===== config.mk =====
export PLATFORM = sky130hd
export DESIGN_NAME = shift_tx_ctrl
export DESIGN_NICKNAME = d
export VERILOG_FILES = /design/src/rtl/shift_tx_ctrl.sv
export SDC_FILE = /design/constraint.sdc
export NUM_CORES = 1
export LEC_CHECK = 0
export CORE_ASPECT_RATIO = 1.25
export CORE_MARGIN = 5
export CORE_UTILIZATION = 51
export DETAILED_ROUTE_END_ITERATION = 10
export PLACE_DENSITY = 0.87
export SETUP_SLACK_MARGIN = 0.3
export SLEW_MARGIN = 20
export SYNTH_ARGS = -nofsm -noshare
export SYNTH_HDL_FRONTEND = slang
export SYNTH_SLANG_ARGS = --single-unit

===== constraint.sdc =====
create_clock -name clk_i -period 3 [get_ports clk_i]
set_clock_uncertainty 0.05 [all_clocks]
set_input_delay 0.9 -clock clk_i [delete_from_list [all_inputs] [get_ports clk_i]]
set_output_delay 0.9 -clock clk_i [all_outputs]
set_load 0.005 [all_outputs]

===== src/rtl/shift_tx_ctrl.sv =====
// -----------------------------------------------------------------------------
// shift_tx_ctrl
//
// Parallel-to-serial sequencing controller. A word offered on a valid/ready
// handshake is captured into an internal shift register and shifted out one
// bit per clock. The frame length L is set per word. Each frame is marked by
// frame_o, followed by a one-cycle done_o pulse and an optional idle gap.
//
// Parameters
//   N          word width and maximum frame length in bits (N >= 2)
//   GAP        idle cycles after each frame before the next word is accepted
//   MSB_FIRST  1: send bit L-1 down to bit 0; 0: send bit 0 up to bit L-1
//
// Ports
//   clk_i     system clock, rising edge
//   rst_i     synchronous active-high reset
//   data_i    parallel word to serialize
//   len_i     frame length L; 0 or any value > N selects N
//   valid_i   producer offers data_i/len_i
//   ready_o   controller accepts a word this cycle (state is IDLE)
//   serial_o  registered serial data, 0 outside a frame
//   frame_o   high for exactly L cycles while serial_o carries frame bits
//   done_o    one-cycle pulse on the cycle after the last bit
//   busy_o    high whenever the controller is not IDLE
// -----------------------------------------------------------------------------
module shift_tx_ctrl #(
    parameter int N         = 8,
    parameter int GAP       = 1,
    parameter bit MSB_FIRST = 1'b1
) (
    input  logic                   clk_i,
    input  logic                   rst_i,
    input  logic [N-1:0]           data_i,
    input  logic [$clog2(N):0]     len_i,
    input  logic                   valid_i,
    output logic                   ready_o,
    output logic                   serial_o,
    output logic                   frame_o,
    output logic                   done_o,
    output logic                   busy_o
);

    localparam int LW = $clog2(N) + 1;
    // Gap counter needs at least one bit even when no gap is configured.
    localparam int GW = (GAP > 0) ? $clog2(GAP + 1) : 1;

    localparam logic [LW-1:0] N_L      = LW'(N);
    // The GAP state is occupied for GAP cycles; the counter counts down to 0.
    localparam logic [GW-1:0] GAP_LOAD = GW'((GAP > 0) ? GAP - 1 : 0);

    typedef enum logic [1:0] {
        S_IDLE,
        S_SHIFT,
        S_GAP
    } state_t;

    state_t          state, state_d;
    logic [N-1:0]    sreg, sreg_d;
    logic [LW-1:0]   cnt, cnt_d;
    logic [GW-1:0]   gcnt, gcnt_d;
    logic            serial_d, frame_d, done_d;

    logic [LW-1:0]   len_eff;
    logic [N-1:0]    aligned;

    assign len_eff = ((len_i == '0) || (len_i > N_L)) ? N_L : len_i;

    // For MSB-first output, move bit L-1 up to the top of the register so the
    // shifter always pulls from bit N-1; bits at positions >= L fall off the
    // top and are never sent. LSB-first needs no alignment.
    always_comb begin
        if (MSB_FIRST) begin
            aligned = data_i << (N_L - len_eff);
        end else begin
            aligned = data_i;
        end
    end

    assign ready_o = (state == S_IDLE);
    assign busy_o  = (state != S_IDLE);

    always_comb begin
        state_d  = state;
        sreg_d   = sreg;
        cnt_d    = cnt;
        gcnt_d   = gcnt;
        serial_d = 1'b0;
        frame_d  = 1'b0;
        done_d   = 1'b0;

        case (state)
            S_IDLE: begin
                if (valid_i) begin
                    // The first bit is registered straight from the input so it
                    // appears the cycle after acceptance.
                    state_d = S_SHIFT;
                    cnt_d   = len_eff;
                    frame_d = 1'b1;
                    if (MSB_FIRST) begin
                        serial_d = aligned[N-1];
                        sreg_d   = aligned << 1;
                    end else begin
                        serial_d = aligned[0];
                        sreg_d   = aligned >> 1;
                    end
                end
            end

            S_SHIFT: begin
                // cnt holds the bits still on the wire, including the current one.
                if (cnt <= LW'(1)) begin
                    done_d  = 1'b1;
                    gcnt_d  = GAP_LOAD;
                    state_d = (GAP > 0) ? S_GAP : S_IDLE;
                end else begin
                    cnt_d   = cnt - LW'(1);
                    frame_d = 1'b1;
                    if (MSB_FIRST) begin
                        serial_d = sreg[N-1];
                        sreg_d   = sreg << 1;
                    end else begin
                        serial_d = sreg[0];
                        sreg_d   = sreg >> 1;
                    end
                end
            end

            S_GAP: begin
                if (gcnt == '0) begin
                    state_d = S_IDLE;
                end else begin
                    gcnt_d = gcnt - GW'(1);
                end
            end

            default: begin
                state_d = S_IDLE;
            end
        endcase
    end

    always_ff @(posedge clk_i) begin
        if (rst_i) begin
            state    <= S_IDLE;
            sreg     <= '0;
            cnt      <= '0;
            gcnt     <= '0;
            serial_o <= 1'b0;
            frame_o  <= 1'b0;
            done_o   <= 1'b0;
        end else begin
            state    <= state_d;
            sreg     <= sreg_d;
            cnt      <= cnt_d;
            gcnt     <= gcnt_d;
            serial_o <= serial_d;
            frame_o  <= frame_d;
            done_o   <= done_d;
        end
    end

endmodule


Word level (Yosys, flattened, before mapping)
Cells that the tools add are included.
- output and inout port bits: 5
- input bits: 15
- register bits: 18
- equal/unequal tests: 6
- order comparisons: 2
- muxes and demuxes: 21
- bitwise logic cells: 1
- add/subtract/negate cells: 3
- shift operators: 1
- reduce and logical (&&, ||, !) cells: 10
- operator list (operator ; number):
    $mux W8 ; 2
    $pmux W8 S2 ; 1
    $mux W4 ; 3
    $ne A2 B2 Y1 const B ; 4
    $pmux W4 S2 ; 1
    $shl A8 B4 Y8 ; 1
    $mux W1 ; 7
    $mux W2 ; 3
    $pmux W1 S2 ; 3
    $pmux W2 S3 ; 1
    $reduce_and A3 Y1 ; 2
    $reduce_bool A2 Y1 ; 3
    $gt A4 B4 Y1 const B ; 1
    $le A4 B1 Y1 const B ; 1
    $logic_not A4 Y1 ; 1
    $sub A4 B1 Y4 const B ; 1
    $sub A4 B4 Y4 const A ; 1
    $eq A2 B1 Y1 const B ; 1
    $eq A2 B2 Y1 const B ; 1
    $logic_not A2 Y1 ; 1
    $reduce_and A2 Y1 ; 1
    $reduce_or A2 Y1 ; 1
    $logic_or A1 B1 Y1 ; 1
    $not A1 Y1 ; 1
    $sub A1 B1 Y1 const B ; 1

Depth between registers and ports, before layout
- word-level depth: 7
- mapped depth: 10
- gate-level depth less buffers: 8

Worst setup path after synthesis
OpenSTA, ideal clock, no wires.
- path kind: input -> register
- start: in len_i[0]
- end: reg sreg[7]
- path buffers: 2
- cell stages on the path: 8
- required time: 2.817 ns
- data arrival time: 2.401 ns
- library setup time: 0.133 ns
- setup slack: 0.416 ns
- cells stage by stage: nor2b_2 > buf_6 > inv_4 > ha_1 > buf_2 > mux4_1 > nand3_1 > a311oi_1
- cells in the longest elaborated chain, start to end: 7
- RTL lines (what ; line ; source):
    start: declaration ; 34 ; input logic [$clog2(N):0] len_i,
    $gt A4 B4 Y1 / $logic_not A4 Y1 (equally long branches) ; 66 ; assign len_eff = ((len_i == '0) || (len_i > N_L)) ? N_L : len_i;
    $logic_or A1 B1 Y1 ; 66 ;
    $mux W4 (*) ; 66 ;
    $sub A4 B4 Y4 (*) ; 73 ; aligned = data_i << (N_L - len_eff);
    $shl A8 B4 Y8 (*) ; 73 ;
    $mux W8 (*) ; 93 ; if (valid_i) begin
    $pmux W8 S2 (*) ; 91 ; case (state)
    end signal: assignment ; 153 ; sreg <= sreg_d;
    end: declaration ; 58 ; logic [N-1:0] sreg, sreg_d;
Mark *: on every way between the ends. The rest lies on a longest branch, timed or not. The select of a mux whose other input is x is not followed.
A chain may end at the register's enable or synchronous reset.

Worst setup path after layout
- start: in len_i[0]
- end: reg sreg[1]
Same word-level chain as after synthesis.

==> run_results.csv <==
group,metric,value,unit
drt,drt_pre_antenna_iters,4,
sta,final-max-slew-violation-count,0,
drt,final_antenna_net_count,0,
die,die_h,61.1,um
yosys,synthCells,120,
finish,finalNonFillerCells,165,
sta,fin_crit_sh,87.8,%
finish,area_delta_synth_final,31.5,%
power,pwr-share-comb,43.9,%
clocking,cts_buffer_depth,2,
power,p_int,0.000478,W
yosys,async_flop_share,0,%
setup_path,cp-end-kind,"register",
hold_path,holdCritPathClass,"reg -> reg",
clocking,cts_tree,"built",
power,total_power,0.000743,W
grt,track_usage,19.0,%
finish,utilization,70.7,%
drt,drt_iter0_drc,41,
yosys,synth_area,1070,um2
placed_design,placed_area,1310,um2
die,dieWidth,50.9,um
grt,grt.busiest_layer,"met2",
clocking,cts.sinks,16,
power,switching_share,35.6,%
finish,n_antenna_cell,0,
yosys,yosysWarningCount,0,
power,switching_power,0.000265,W
clocking,post_cts_buffers,0,
job,maxCapViolCount,0,
setup_path,crit_type,"in -> reg",
yosys,synth_edf_count,0,
power,seqPwrFrac,37.1,%
setup_path,cp_max_fo,5,
placed_design,place_ws,-0.0981,ns
setup_path,crit_path_start_kind,"input port",
sta,rsz0062_at_grt,"yes",
clocking,clk_latency,0.28,ns
grt,antenna_found_initial,0,
drt,wl_per_cell,16.2,um
drt,routed_wl,2680,um
drt,drc_errors,0,
yosys,ys_ff_latch,16,
yosys,synth.net_count,138,
status,status,"complete, no violations",
placed_design,gp_congestion,0.803,
placed_design,hpwl,1960,um
grt,use_met3,2.18,%
sta,final_hold_viol_count,0,
placed_design,portBuffers,19,
finish,nets,164,
grt,grt_pass1_vias,1044,
grt,grt_pass1_wl,4590,um
clocking,cts.root.buffer_cell,"clkbuf_4",
clocking,path_clk_slew,0.09,ns
power,power_density,530,nW/um2
finish,final_common_cell,"clkdlybuf4s50_1",
grt,met1_usage,21.2,%
grt,grtUsageMet2,35.5,%
yosys,ys_seq_area_share,30.0,%
grt,grt_start_max_net_pins,19,
die,die-area,3110,um2
yosys,synthTopCellsByArea,"dfxtp_1 (30%), mux4_2 (6.3%), nor2_1 (5.6%)",
yosys,syn_avg_cell_area,8.88,um2
yosys,synth_top_cell_by_area,"dfxtp_1",
setup_path,required,3.16,ns
die,boundaryPins,20,
setup_path,cp_data_arrival_time,2.79,ns
placed_design,dpl.cell_count,161,
power,clkPwrFrac,19.0,%
yosys,ys_types,42,
sta,worst_pin_slew,0.958,ns
finish,mostFrequentLayoutCells,"clkdlybuf4s50_1 (19), nor2_1 (16), dfxtp_1 (16)",
sta,max_freq,380,MHz
yosys,synthFlopType,"dfxtp_1",
sta,slew_headroom,36.0,%
sta,setup_viol,0,
sta,fin_crit,2.63,ns
grt,grt.overflow.total,0,
power,peakVddDrop,0.000269,V
drt,via_per_inst,6.26,
die,num_rows,18,
power,p_leak,0.544,nW
die,core_area,1980,um2
yosys,synth_top_area_share,30.0,%
drt,vias,1033,
clocking,htreeDepth,1,
sta,layout_setup_ws,0.366,ns
finish,final_area,1400,um2
finish,drive_above_1_share,24.1,%
clocking,numCtsBuffers,3,
die,start_util,53.8,%
## path summary, 6_finish.rpt
| kind | startpoint | to | slack (ns) | depth (start not counted) |
|---|---|---|---|---|
| setup / recovery | len_i[0] | sreg[1] | 0.37 | 8 |
| hold / removal | cnt[1] | cnt[1] | 0.44 | 2 |
| setup reg to reg | cnt[0] | cnt[0] | 0.94 | 7 |
| hold reg to reg | cnt[1] | cnt[1] | 0.44 | 2 |
## area by class of cell
class,instances,area [um2]
multi-input combinational,91,733
clock buffer,4,36.3
fill,149,581
tap,20,25.0
sequential,16,320
inverter,5,21.3
timing repair buffer,29,265
## layer usage
metal  share of wire (%)  vias to the layer above
li1                    -                      494
met1                  39                      479
met2                  53                       52
met3                 5.6                        8
met4                 2.2                        0
met5                   0                        -
## timing repair
action	in CTS	in global routing
setup endpoints to repair	6	6
pin swaps	0	3
hold buffers	0	0
resized for setup	4	7
gates cloned	0	0
## cell families after synthesis
logic type | synth area share, %
AND/OR/NAND/NOR | 21.7
AO/OA/AOI/OAI | 21.5
flip-flops | 30.0
buffers and inverters | 6.22
multiplexers | 14.7
adder cells (fa/ha/maj) | 3.52
XOR/XNOR | 2.35
## worst max-delay path, cell delays in order
cell	delay [ns]
clkdlybuf4s50_1	0.49
nor2b_4	0.18
inv_4	0.05
ha_4	0.24
buf_4	0.14
nand2b_1	0.14
or4_4	0.49
a21oi_2	0.16
## Yosys cell counts (2+ instances only)
cell type  instances
nor2_1            16
dfxtp_1           16
nand2_1            4
buf_2              3
a221oi_1           2
clkbuf_1           3
a21oi_1            9
mux4_2             3
mux2i_1            4
inv_1              4
nand2b_1           3
nor3_1             8
o21ai_0            7
ha_1               3
o31ai_1            3
mux2_2             2
nand3_1            2
nand3b_1           3
nor2b_1            2
## power groups by stage
stage	clock network (W)	registers, W	logic [W]
finish	0.000141	0.000276	0.000326
floorplan	0	0.000273	0.000209
detailed placement	0	0.000280	0.000303
global placement	0	0.000276	0.000292
CTS	0.000143	0.000275	0.000308
global route	0.000154	0.000280	0.000358
## flip-flops by register name, summed over array words and instances (netlist names)
register,count
cnt,4
serial_o,1
state,2
sreg,7
frame_o,1
done_o,1
## per-stage QoR
| stage | TNS (ns) | hold slack (ns) |
|---|---|---|
| after floorplan | 0 | 0.382 |
| after global placement | -0.00636 | 0.404 |
| after detailed placement | -0.294 | 0.425 |
| after CTS | 0 | 0.438 |
| after global routing | 0 | 0.466 |
| final | 0 | 0.444 |
Note: power is estimated with default switching activity, not from simulation.
